==> src/rtl/serial_ripple_subtractor_if.sv <==
// Bus for serial_ripple_subtractor.
//   master : drives start/i0/i1; observes busy/done/o/bout/state_dbg
//   slave  : the subtractor itself
// Handshake: start is sampled only while the engine is idle (busy=0 and
// done=0). The edge that samples it also captures i0/i1. done is a single-cycle
// pulse that marks o/bout as freshly updated. o/bout hold their value until the
// next completion or until reset.
interface serial_ripple_subtractor_if #(
  parameter int WIDTH = 8
);
  logic             start;
  logic [WIDTH-1:0] i0;
  logic [WIDTH-1:0] i1;
  logic             busy;
  logic             done;
  logic [WIDTH:0]   o;
  logic             bout;
  logic [1:0]       state_dbg;

  modport master (
    output start, i0, i1,
    input  busy, done, o, bout, state_dbg
  );

  modport slave (
    input  start, i0, i1,
    output busy, done, o, bout, state_dbg
  );
endinterface

==> src/rtl/serial_ripple_subtractor.sv <==
// Bit-serial subtractor. It computes o = {bout, i0 - i1} one bit per clock,
// starting at the LSB.
// Ports:
//   clk   : single clock; all state changes on its rising edge
//   reset : synchronous, active-high; has priority over start
//   bus   : serial_ripple_subtractor_if slave modport
//           start/i0/i1 in; busy/done/o/bout/state_dbg out
// Timing: if start is accepted at edge N, the engine runs WIDTH RUN edges.
// Edge N+WIDTH loads o/bout and enters DONE, so done is high for the cycle
// that follows edge N+WIDTH.
module serial_ripple_subtractor #(
  parameter int WIDTH = 8
) (
  input logic                     clk,
  input logic                     reset,
  serial_ripple_subtractor_if.slave bus
);

  localparam int CNT_W = (WIDTH > 2) ? $clog2(WIDTH) : 1;

  typedef enum logic [1:0] {
    IDLE = 2'd0,
    RUN  = 2'd1,
    DONE = 2'd2
  } state_t;

  state_t           state;
  state_t           state_next;

  logic [WIDTH-1:0] a_reg;
  logic [WIDTH-1:0] b_reg;
  logic [WIDTH-1:0] diff_reg;
  logic             brw_reg;
  logic [CNT_W-1:0] cnt;
  logic [WIDTH:0]   o_reg;
  logic             bout_reg;

  logic             last_bit;
  logic             ak;
  logic             bk;
  logic             d_bit;
  logic             brw_next;
  logic [WIDTH-1:0] diff_upd;

  // Full-subtractor cell applied to bit cnt of the latched operands.
  always_comb begin
    ak       = a_reg[cnt];
    bk       = b_reg[cnt];
    d_bit    = ak ^ bk ^ brw_reg;
    brw_next = (~ak & bk) | (~(ak ^ bk) & brw_reg);
    diff_upd = diff_reg;
    diff_upd[cnt] = d_bit;
    last_bit = (cnt == CNT_W'(WIDTH - 1));
  end

  // State register
  always_ff @(posedge clk) begin
    if (reset) begin
      state <= IDLE;
    end else begin
      state <= state_next;
    end
  end

  // Next-state logic
  always_comb begin
    state_next = state;
    case (state)
      IDLE:    if (bus.start) state_next = RUN;
      RUN:     if (last_bit)  state_next = DONE;
      DONE:    state_next = IDLE;
      default: state_next = IDLE;
    endcase
  end

  // Datapath. The counter returns to 0 on the last bit instead of
  // incrementing, so it never wraps even when WIDTH is a power of two.
  always_ff @(posedge clk) begin
    if (reset) begin
      a_reg    <= '0;
      b_reg    <= '0;
      diff_reg <= '0;
      brw_reg  <= 1'b0;
      cnt      <= '0;
      o_reg    <= '0;
      bout_reg <= 1'b0;
    end else begin
      case (state)
        IDLE: begin
          if (bus.start) begin
            a_reg    <= bus.i0;
            b_reg    <= bus.i1;
            diff_reg <= '0;
            brw_reg  <= 1'b0;
            cnt      <= '0;
          end
        end
        RUN: begin
          diff_reg <= diff_upd;
          brw_reg  <= brw_next;
          if (last_bit) begin
            cnt      <= '0;
            o_reg    <= {brw_next, diff_upd};
            bout_reg <= brw_next;
          end else begin
            cnt <= cnt + CNT_W'(1);
          end
        end
        default: ;
      endcase
    end
  end

  assign bus.busy      = (state == RUN);
  assign bus.done      = (state == DONE);
  assign bus.o         = o_reg;
  assign bus.bout      = bout_reg;
  assign bus.state_dbg = state;

endmodule

==> src/flat_wrapper.sv <==
// flat-port wrapper written by rule: the top's interface ports become plain ports
module serial_ripple_subtractor_flat 
#(
  parameter int WIDTH = 8
)
  (clk, reset, bus_start, bus_i0, bus_i1, bus_busy, bus_done, bus_o, bus_bout, bus_state_dbg);
  serial_ripple_subtractor_if #(.WIDTH(WIDTH)) bus_i ();
  input logic clk;
  input logic reset;
  input wire logic [$bits(bus_i.start)-1:0] bus_start;
  input wire logic [$bits(bus_i.i0)-1:0] bus_i0;
  input wire logic [$bits(bus_i.i1)-1:0] bus_i1;
  output wire logic [$bits(bus_i.busy)-1:0] bus_busy;
  output wire logic [$bits(bus_i.done)-1:0] bus_done;
  output wire logic [$bits(bus_i.o)-1:0] bus_o;
  output wire logic [$bits(bus_i.bout)-1:0] bus_bout;
  output wire logic [$bits(bus_i.state_dbg)-1:0] bus_state_dbg;
  assign bus_i.start = bus_start;
  assign bus_i.i0 = bus_i0;
  assign bus_i.i1 = bus_i1;
  assign bus_busy = bus_i.busy;
  assign bus_done = bus_i.done;
  assign bus_o = bus_i.o;
  assign bus_bout = bus_i.bout;
  assign bus_state_dbg = bus_i.state_dbg;
  serial_ripple_subtractor #(.WIDTH(WIDTH)) u_core (.clk(clk), .reset(reset), .bus(bus_i));
endmodule
==> config.mk <==
export PLATFORM = sky130hd
export DESIGN_NAME = serial_ripple_subtractor_flat
export DESIGN_NICKNAME = d
export VERILOG_FILES = /design/src/rtl/serial_ripple_subtractor_if.sv /design/src/rtl/serial_ripple_subtractor.sv /design/src/flat_wrapper.sv
export SDC_FILE = /design/constraint.sdc
export NUM_CORES = 1
export LEC_CHECK = 0
export CORE_AREA = 3 3 59 83
export CTS_BUF_LIST = sky130_fd_sc_hd__clkbuf_8
export DETAILED_ROUTE_END_ITERATION = 12
export DIE_AREA = 0 0 62 86
export DONT_BUFFER_PORTS = 1
export PLACE_DENSITY = 0.57
export SYNTH_ARGS = -nofsm -noshare
export SYNTH_HDL_FRONTEND = slang
export SYNTH_SLANG_ARGS = --single-unit
==> constraint.sdc <==
create_clock -name clk -period 3.85 [get_ports clk]
set_clock_uncertainty 0.05 [all_clocks]
set_input_delay 0.77 -clock clk [delete_from_list [all_inputs] [get_ports clk]]
set_output_delay 0.77 -clock clk [all_outputs]
set_load 0.01 [all_outputs]
==> run_summary.xml, run 1 <==
<?xml version="1.0" encoding="UTF-8"?>
<metrics>
  <group name="final_layout">
    <metric name="finish.utilization" unit="%">45.0</metric>
    <metric name="layoutNonFillerInstCount" unit="">258</metric>
    <metric name="diodes" unit="">0</metric>
    <metric name="area_delta_synth_final" unit="%">1.19</metric>
    <metric name="final_nets" unit="">219</metric>
    <metric name="fillCellCount" unit="">418</metric>
    <metric name="final_layout_size_suffix_gt1_share" unit="%">8.59</metric>
  </group>
  <group name="clock_network">
    <metric name="clkLatencyLatePin" unit="ns">0.29</metric>
    <metric name="clock_tree_from_tritoncts" unit="">done</metric>
    <metric name="cts-root-buf" unit="">sky130_fd_sc_hd__clkbuf_8</metric>
    <metric name="clock_sink_count" unit="">39</metric>
    <metric name="cts_inserted_buffers" unit="">5</metric>
    <metric name="cts.htree.levels" unit="">2</metric>
    <metric name="post_cts_repair_timing_setup_buffer_count" unit="">0</metric>
    <metric name="path_clk_slew" unit="ns">0.07</metric>
    <metric name="post_cts_hold_buffer_count" unit="">0</metric>
    <metric name="post_cts.resized_instances" unit="">0</metric>
    <metric name="cts_max_path_buffers" unit="">2</metric>
  </group>
  <group name="floorplan">
    <metric name="placeableCoreArea" unit="mm²">0.00424</metric>
    <metric name="initial_utilization" unit="%">44.5</metric>
    <metric name="die_h" unit="µm">86</metric>
    <metric name="design.portCount" unit="">33</metric>
    <metric name="die_area" unit="mm²">0.00533</metric>
    <metric name="chipWidth" unit="µm">62</metric>
    <metric name="placementRows" unit="">28</metric>
  </group>
  <group name="critical_path">
    <metric name="critical-path-max-stage-delay" unit="ns">0.81</metric>
    <metric name="end_kind" unit="">register</metric>
    <metric name="rr_endpoint" unit="">u_core.diff_reg[2]$_SDFFE_PP0P_</metric>
    <metric name="rrSetupSlack" unit="ns">0.81</metric>
    <metric name="cpLargestDelayFamily" unit="">flip-flops</metric>
    <metric name="path_class" unit="">reg2reg</metric>
    <metric name="cp_num_buf_inv" unit="">1</metric>
    <metric name="critical_path_required" unit="ns">4.04</metric>
    <metric name="path_depth_of_the_worst_reg2reg_path" unit="">7</metric>
    <metric name="critical_path_arrival" unit="ns">3.23</metric>
    <metric name="crit_slowest_cell" unit="">sky130_fd_sc_hd__dfxtp_1</metric>
    <metric name="worst_r2r_startpoint" unit="">u_core.cnt[0]$_SDFFE_PP0P_</metric>
    <metric name="worstPathCellList" unit="">mux2i_1 &gt; nor2_1 &gt; or4_1 &gt; fa_1 &gt; inv_1 &gt; nor2_8 &gt; a22o_1</metric>
    <metric name="worstPathMaxFanout" unit="">21</metric>
    <metric name="startpoint_type" unit="">register</metric>
  </group>
  <group name="placement">
    <metric name="gp_congestion" unit="">0.714</metric>
    <metric name="dp_slack" unit="ns">0.809</metric>
    <metric name="hpwl" unit="µm">2530</metric>
    <metric name="place.port_buffers" unit="">0</metric>
    <metric name="placedCellCount" unit="">250</metric>
  </group>
  <group name="synth">
    <metric name="post-synth-top-area-cell" unit="">sky130_fd_sc_hd__dfxtp_1</metric>
    <metric name="synth_top_cell_area_share" unit="%">41.4</metric>
    <metric name="most_used_flip_flop_cell_after_synthesis" unit="">sky130_fd_sc_hd__dfxtp_1</metric>
    <metric name="synthArstFlopShare" unit="%">0</metric>
    <metric name="synth-seq-area-share" unit="%">41.4</metric>
    <metric name="mappedNetlistNets" unit="">231</metric>
    <metric name="synth-edff-count" unit="">0</metric>
    <metric name="synth.ff_latch_count" unit="">39</metric>
    <metric name="post_synth.cell_area_avg" unit="µm²">9.03</metric>
    <metric name="netlist_top_cells_count" unit="">39 x sky130_fd_sc_hd__dfxtp_1, 36 x sky130_fd_sc_hd__nand2_1, 22 x sky130_fd_sc_hd__a21oi_1</metric>
    <metric name="synth_area" unit="mm²">0.00189</metric>
    <metric name="post-synth-top-count-cell" unit="">sky130_fd_sc_hd__dfxtp_1</metric>
    <metric name="netlist_instances" unit="">209</metric>
    <metric name="yosys-top-cells-area" unit="">sky130_fd_sc_hd__dfxtp_1 41%, sky130_fd_sc_hd__nand2_1 7.2%, sky130_fd_sc_hd__a21oi_1 5.8%</metric>
    <metric name="post_synth_num_cell_types" unit="">40</metric>
    <metric name="yosysWarningCount" unit="">0</metric>
  </group>
  <group name="power_and_ir_drop">
    <metric name="netSwitchingPower" unit="µW">189</metric>
    <metric name="share_clk_of_total_power" unit="%">33.7</metric>
    <metric name="power_leakage" unit="nW">0.679</metric>
    <metric name="internal-power" unit="µW">567</metric>
    <metric name="power.density" unit="mW/mm²">396</metric>
    <metric name="swShare" unit="%">25.0</metric>
    <metric name="vdd.ir_drop.worst" unit="mV">0.193</metric>
    <metric name="combPwrFrac" unit="%">9.3</metric>
    <metric name="power_frac_seq" unit="%">57.0</metric>
  </group>
  <group name="timing">
    <metric name="final.period_utilization" unit="%">79.1</metric>
    <metric name="slew-limit-headroom" unit="%">39.2</metric>
    <metric name="fin_tns_setup" unit="ns">0</metric>
    <metric name="achievable-frequency" unit="MHz">329</metric>
    <metric name="final.setup.worst_slack" unit="ns">0.806</metric>
    <metric name="setup_viol" unit="">0</metric>
    <metric name="final.min_clock_period" unit="ns">3.04</metric>
    <metric name="timing_hold_violations_final" unit="">0</metric>
    <metric name="rsz_0062_raised_after_global_routing" unit="">no</metric>
    <metric name="slew_viol_final" unit="">0</metric>
    <metric name="hold_ws" unit="ns">0.397</metric>
    <metric name="timing_worst_slew_pin_value" unit="ns">0.908</metric>
  </group>
  <group name="global_route">
    <metric name="global_route_wire_length_before_repair" unit="µm">5840</metric>
    <metric name="vias_in_the_first_global_route" unit="">1303</metric>
    <metric name="initial_antenna_violation_count" unit="">0</metric>
    <metric name="largest_net_degree_at_the_start_of_global_routing" unit="">41</metric>
    <metric name="gr-usage-all-layers" unit="%">14.9</metric>
    <metric name="grt_overflow_total" unit="">0</metric>
  </group>
  <group name="outcome">
    <metric name="status" unit="">finished clean</metric>
  </group>
  <group name="routing">
    <metric name="drt_first_iter_violations" unit="">57</metric>
    <metric name="via_cell_ratio" unit="">5.30</metric>
    <metric name="drt_pass1_iterations" unit="">4</metric>
    <metric name="drcViolationCount" unit="">0</metric>
    <metric name="route.detailed.wl_per_inst" unit="µm">13.6</metric>
    <metric name="vias" unit="">1367</metric>
    <metric name="drt_wl_total" unit="µm">3510</metric>
    <metric name="drt.antenna.violating_nets" unit="">0</metric>
  </group>
  <group name="min_path">
    <metric name="holdCritStartpoint" unit="">u_core.b_reg[1]$_SDFFE_PP0P_</metric>
    <metric name="min_delay_worst_endpoint" unit="">u_core.b_reg[1]$_SDFFE_PP0P_</metric>
    <metric name="hold_path_class" unit="">reg2reg</metric>
    <metric name="hold-path-cell-count" unit="">2</metric>
  </group>
  <group name="run">
    <metric name="max-cap-violations" unit="">0</metric>
  </group>
</metrics>
-- worst min-delay path, delay by kind of cell (launching register included) --
family	cells	cell delay, ns
flops	1	0.31
simple gates	1	0.05
compound gates	1	0.05
-- placed cells by master (no fill, tap or decap), types with 2 or more instances in the layout --
cell / Yosys / final
sky130_fd_sc_hd__dfxtp_1: 39 / 39
sky130_fd_sc_hd__nand2_1: 36 / 36
sky130_fd_sc_hd__a21oi_1: 22 / 22
sky130_fd_sc_hd__nor2_1: 13 / 13
sky130_fd_sc_hd__mux2i_1: 11 / 11
sky130_fd_sc_hd__o22ai_1: 9 / 9
sky130_fd_sc_hd__a211oi_1: 8 / 8
sky130_fd_sc_hd__a22o_1: 8 / 8
sky130_fd_sc_hd__inv_1: 4 / 6
sky130_fd_sc_hd__clkbuf_8: 0 / 5
sky130_fd_sc_hd__nand3_1: 4 / 4
sky130_fd_sc_hd__nand2b_1: 4 / 4
sky130_fd_sc_hd__nor3b_2: 3 / 3
sky130_fd_sc_hd__and3b_1: 3 / 3
sky130_fd_sc_hd__or3b_2: 2 / 2
sky130_fd_sc_hd__nand3b_1: 2 / 2
sky130_fd_sc_hd__nor3b_1: 2 / 2
sky130_fd_sc_hd__ha_1: 2 / 2
-- metrics by stage --
| step | total power [mW] | instance area, µm² |
|---|---|---|
| 2_1_floorplan | 0.508 | 1890 |
| 3_3_place_gp | 0.509 | 1830 |
| 3_5_place_dp | 0.512 | 1830 |
| 4_1_cts | 0.766 | 1910 |
| 5_1_grt | 0.798 | 1910 |
| 6_report | 0.756 | 1910 |
-- final cells by class --
| cell class | instances | area (µm²) | share of cell area (%) |
|---|---|---|---|
| Clock inverter | 3 | 12.5 | 0.655 |
| Sequential cell | 39 | 781 | 40.9 |
| Tap cell | 60 | 75.1 | 3.93 |
| Multi-Input combinational cell | 147 | 957 | 50.1 |
| Clock buffer | 5 | 68.8 | 3.60 |
| Inverter | 4 | 15.0 | 0.786 |
-- power by group through the flow --
stage                     Clock, mW  Sequential (mW)  Combinational [mW]
final                         0.255            0.431              0.0702
after global placement            0            0.440              0.0692
after global routing          0.285            0.433              0.0797
after detailed placement          0            0.440              0.0715
after floorplan                   0            0.432              0.0760
after CTS                     0.263            0.431              0.0715
-- worst max-delay path by stage --
stage               cells past startpoint                  startpoint  slack, ns                              end
finish                                  7  u_core.cnt[0]$_SDFFE_PP0P_       0.81  u_core.diff_reg[2]$_SDFFE_PP0P_
global route                            7  u_core.cnt[0]$_SDFFE_PP0P_       0.64  u_core.diff_reg[3]$_SDFFE_PP0P_
detailed placement                      7  u_core.cnt[0]$_SDFFE_PP0P_       0.81  u_core.diff_reg[0]$_SDFFE_PP0P_
floorplan                               9  u_core.cnt[0]$_SDFFE_PP0P_       1.29  u_core.diff_reg[2]$_SDFFE_PP0P_
CTS                                     7  u_core.cnt[0]$_SDFFE_PP0P_       0.79  u_core.diff_reg[0]$_SDFFE_PP0P_
global placement                        7  u_core.cnt[0]$_SDFFE_PP0P_       0.96  u_core.diff_reg[0]$_SDFFE_PP0P_
-- cell families after synthesis --
family,count (synthesis),share of synthesized area [%]
AO/OA/AOI/OAI,54,18.7
adder cells (fa/ha/maj),3,2.39
buffers and inverters,23,7.89
flip-flops,39,41.4
multiplexers,11,5.84
AND/OR/NAND/NOR,79,23.8
-- metal layers --
metal / vias up / GRT usage, % / share of wire, %
met5: - / 0 / 0
met3: 8 / 5.12 / 5.1
met4: 0 / 6.95 / 2.2
li1: 706 / - / -
met1: 623 / 17.0 / 44
met2: 30 / 24.0 / 48
Power figures use the tool's default switching activity.
==> inputs of run 2 (changes only) <==
Settings changed: PLACE_DENSITY 0.57 to 0.6.
Clock period 3.85 ns to 2.8 ns, I/O delays scaled along.
==> run_summary.xml, run 2 (same netlist as run 1, synthesis figures left out) <==
<?xml version="1.0" encoding="UTF-8"?>
<metrics>
  <group name="final_layout">
    <metric name="layout_commonest_cell" unit="">sky130_fd_sc_hd__dfxtp_1</metric>
    <metric name="layoutNonFillerInstCount" unit="">263</metric>
    <metric name="final_cell_area" unit="mm²">0.00198</metric>
    <metric name="final_nets" unit="">224</metric>
    <metric name="diodes" unit="">0</metric>
    <metric name="layout_common_cells" unit="">39 x sky130_fd_sc_hd__dfxtp_1, 36 x sky130_fd_sc_hd__nand2_1, 22 x sky130_fd_sc_hd__a21oi_1</metric>
    <metric name="area_delta_synth_final" unit="%">5.11</metric>
    <metric name="final_layout_size_suffix_gt1_share" unit="%">11.8</metric>
  </group>
  <group name="floorplan">
    <metric name="die_h" unit="µm">86</metric>
    <metric name="placementRows" unit="">28</metric>
    <metric name="initial_utilization" unit="%">44.5</metric>
    <metric name="design.portCount" unit="">33</metric>
    <metric name="placeableCoreArea" unit="mm²">0.00424</metric>
    <metric name="die_area" unit="mm²">0.00533</metric>
    <metric name="chipWidth" unit="µm">62</metric>
  </group>
  <group name="clock_network">
    <metric name="post_cts_repair_timing_setup_buffer_count" unit="">0</metric>
    <metric name="cts-root-buf" unit="">sky130_fd_sc_hd__clkbuf_8</metric>
    <metric name="cts_max_path_buffers" unit="">2</metric>
    <metric name="cts.htree.levels" unit="">2</metric>
    <metric name="clock_tree_from_tritoncts" unit="">done</metric>
    <metric name="post_cts.resized_instances" unit="">0</metric>
    <metric name="post_cts_hold_buffer_count" unit="">0</metric>
    <metric name="cts_inserted_buffers" unit="">5</metric>
    <metric name="clkLatencyLatePin" unit="ns">0.29</metric>
    <metric name="path_clk_slew" unit="ns">0.07</metric>
    <metric name="clock_sink_count" unit="">39</metric>
  </group>
  <group name="power_and_ir_drop">
    <metric name="swShare" unit="%">22.8</metric>
    <metric name="combPwrFrac" unit="%">9.3</metric>
    <metric name="share_clk_of_total_power" unit="%">40.7</metric>
    <metric name="vdd.ir_drop.worst" unit="mV">0.412</metric>
    <metric name="internal-power" unit="µW">906</metric>
    <metric name="power_frac_seq" unit="%">50.0</metric>
    <metric name="power_leakage" unit="nW">0.716</metric>
    <metric name="power.density" unit="mW/mm²">591</metric>
    <metric name="p_total" unit="mW">1.17</metric>
    <metric name="netSwitchingPower" unit="µW">267</metric>
  </group>
  <group name="timing">
    <metric name="final.min_clock_period" unit="ns">2.48</metric>
    <metric name="timing_hold_violations_final" unit="">0</metric>
    <metric name="hold_ws" unit="ns">0.278</metric>
    <metric name="setup_viol" unit="">0</metric>
    <metric name="slew-limit-headroom" unit="%">39.8</metric>
    <metric name="fin_tns_setup" unit="ns">0</metric>
    <metric name="achievable-frequency" unit="MHz">404</metric>
    <metric name="final.period_utilization" unit="%">88.5</metric>
    <metric name="rsz_0062_raised_after_global_routing" unit="">no</metric>
    <metric name="timing_worst_slew_pin_value" unit="ns">0.898</metric>
    <metric name="slew_viol_final" unit="">0</metric>
  </group>
  <group name="critical_path">
    <metric name="path_class" unit="">reg2reg</metric>
    <metric name="worstPathMaxFanout" unit="">8</metric>
    <metric name="end_kind" unit="">register</metric>
    <metric name="critical_path_required" unit="ns">2.96</metric>
    <metric name="critical_path_arrival" unit="ns">2.64</metric>
    <metric name="path_depth_of_the_worst_reg2reg_path" unit="">7</metric>
    <metric name="startpoint_type" unit="">register</metric>
  </group>
  <group name="global_route">
    <metric name="grt_overflow_total" unit="">0</metric>
    <metric name="vias_in_the_first_global_route" unit="">1443</metric>
    <metric name="largest_net_degree_at_the_start_of_global_routing" unit="">41</metric>
    <metric name="global_route_wire_length_before_repair" unit="µm">6200</metric>
    <metric name="gr-usage-all-layers" unit="%">15.5</metric>
    <metric name="initial_antenna_violation_count" unit="">0</metric>
  </group>
  <group name="routing">
    <metric name="drt_wl_total" unit="µm">3560</metric>
    <metric name="maxUsedRoutingLayer" unit="">met4</metric>
    <metric name="met2RoutedLength" unit="µm">1860</metric>
    <metric name="drt.antenna.violating_nets" unit="">0</metric>
    <metric name="met1_length" unit="µm">1440</metric>
    <metric name="vias" unit="">1413</metric>
    <metric name="drcViolationCount" unit="">0</metric>
    <metric name="route.detailed.wl_per_inst" unit="µm">13.5</metric>
    <metric name="via_cell_ratio" unit="">5.37</metric>
    <metric name="dr_wl_met3" unit="µm">157</metric>
    <metric name="drt_first_iter_violations" unit="">56</metric>
    <metric name="drt_pass1_iterations" unit="">4</metric>
  </group>
  <group name="placement">
    <metric name="place.port_buffers" unit="">0</metric>
    <metric name="hpwl" unit="µm">2650</metric>
    <metric name="placedCellCount" unit="">255</metric>
    <metric name="dpl-instance-area" unit="mm²">0.00187</metric>
    <metric name="gp_congestion" unit="">0.809</metric>
  </group>
  <group name="min_path">
    <metric name="hold-path-cell-count" unit="">1</metric>
    <metric name="hold_path_class" unit="">in2reg</metric>
  </group>
  <group name="outcome">
    <metric name="status" unit="">finished clean</metric>
  </group>
  <group name="run">
    <metric name="max-cap-violations" unit="">0</metric>
  </group>
</metrics>
-- run 2: final timing paths --
kind | startpoint | end | slack, ns
worst max register to register | u_core.cnt[0]$_SDFFE_PP0P_ | u_core.bus.o[5]$_SDFFE_PP0P_ | 0.32
worst max-delay path | u_core.cnt[0]$_SDFFE_PP0P_ | u_core.bus.o[5]$_SDFFE_PP0P_ | 0.32
worst min register to register | u_core.a_reg[7]$_SDFFE_PP0P_ | u_core.a_reg[7]$_SDFFE_PP0P_ | 0.40
worst min-delay path | reset | u_core.cnt[2]$_SDFFE_PP0P_ | 0.28
-- run 2: worst max-delay path, stage by stage, from the launching register on --
cell and delay [ns]:
sky130_fd_sc_hd__dfxtp_1 0.47, sky130_fd_sc_hd__mux2i_1 0.24, sky130_fd_sc_hd__nor2_1 0.06, sky130_fd_sc_hd__or4_1 0.56, sky130_fd_sc_hd__fa_1 0.56, sky130_fd_sc_hd__buf_4 0.16
sky130_fd_sc_hd__mux2i_1 0.07, sky130_fd_sc_hd__a211oi_1 0.23
-- run 2: area by class of cell --
class / count / area [µm²]
fillers: 444 / 2260
flip-flops and latches: 39 / 781
inverters: 4 / 15.0
clock buffers: 6 / 82.6
repair buffers: 5 / 37.5
clock inverters: 2 / 35.0
multi-input cells: 147 / 957
well taps: 60 / 75.1
-- run 2: through the flow --
step | utilization [%] | setup WS (ns)
6_report | 46.8 | 0.322
5_1_grt | 46.8 | 0.123
4_1_cts | 46.8 | 0.277
3_5_place_dp | 44.0 | 0.302
3_3_place_gp | 44.0 | 0.402
2_1_floorplan | - | 0.240
-- run 2: power by group through the flow --
stage | logic [mW] | registers [mW] | clock network (mW)
5_1_grt | 0.125 | 0.590 | 0.514
4_1_cts | 0.111 | 0.587 | 0.487
3_5_place_dp | 0.111 | 0.600 | 0
6_report | 0.109 | 0.587 | 0.477
2_1_floorplan | 0.105 | 0.594 | 0
3_3_place_gp | 0.107 | 0.600 | 0
-- run 2: per-layer routing --
metal	GRT usage, %	up-vias
met5	0	-
met4	8.11	0
met3	3.61	8
met2	25.8	30
met1	17.4	656
li1	-	719
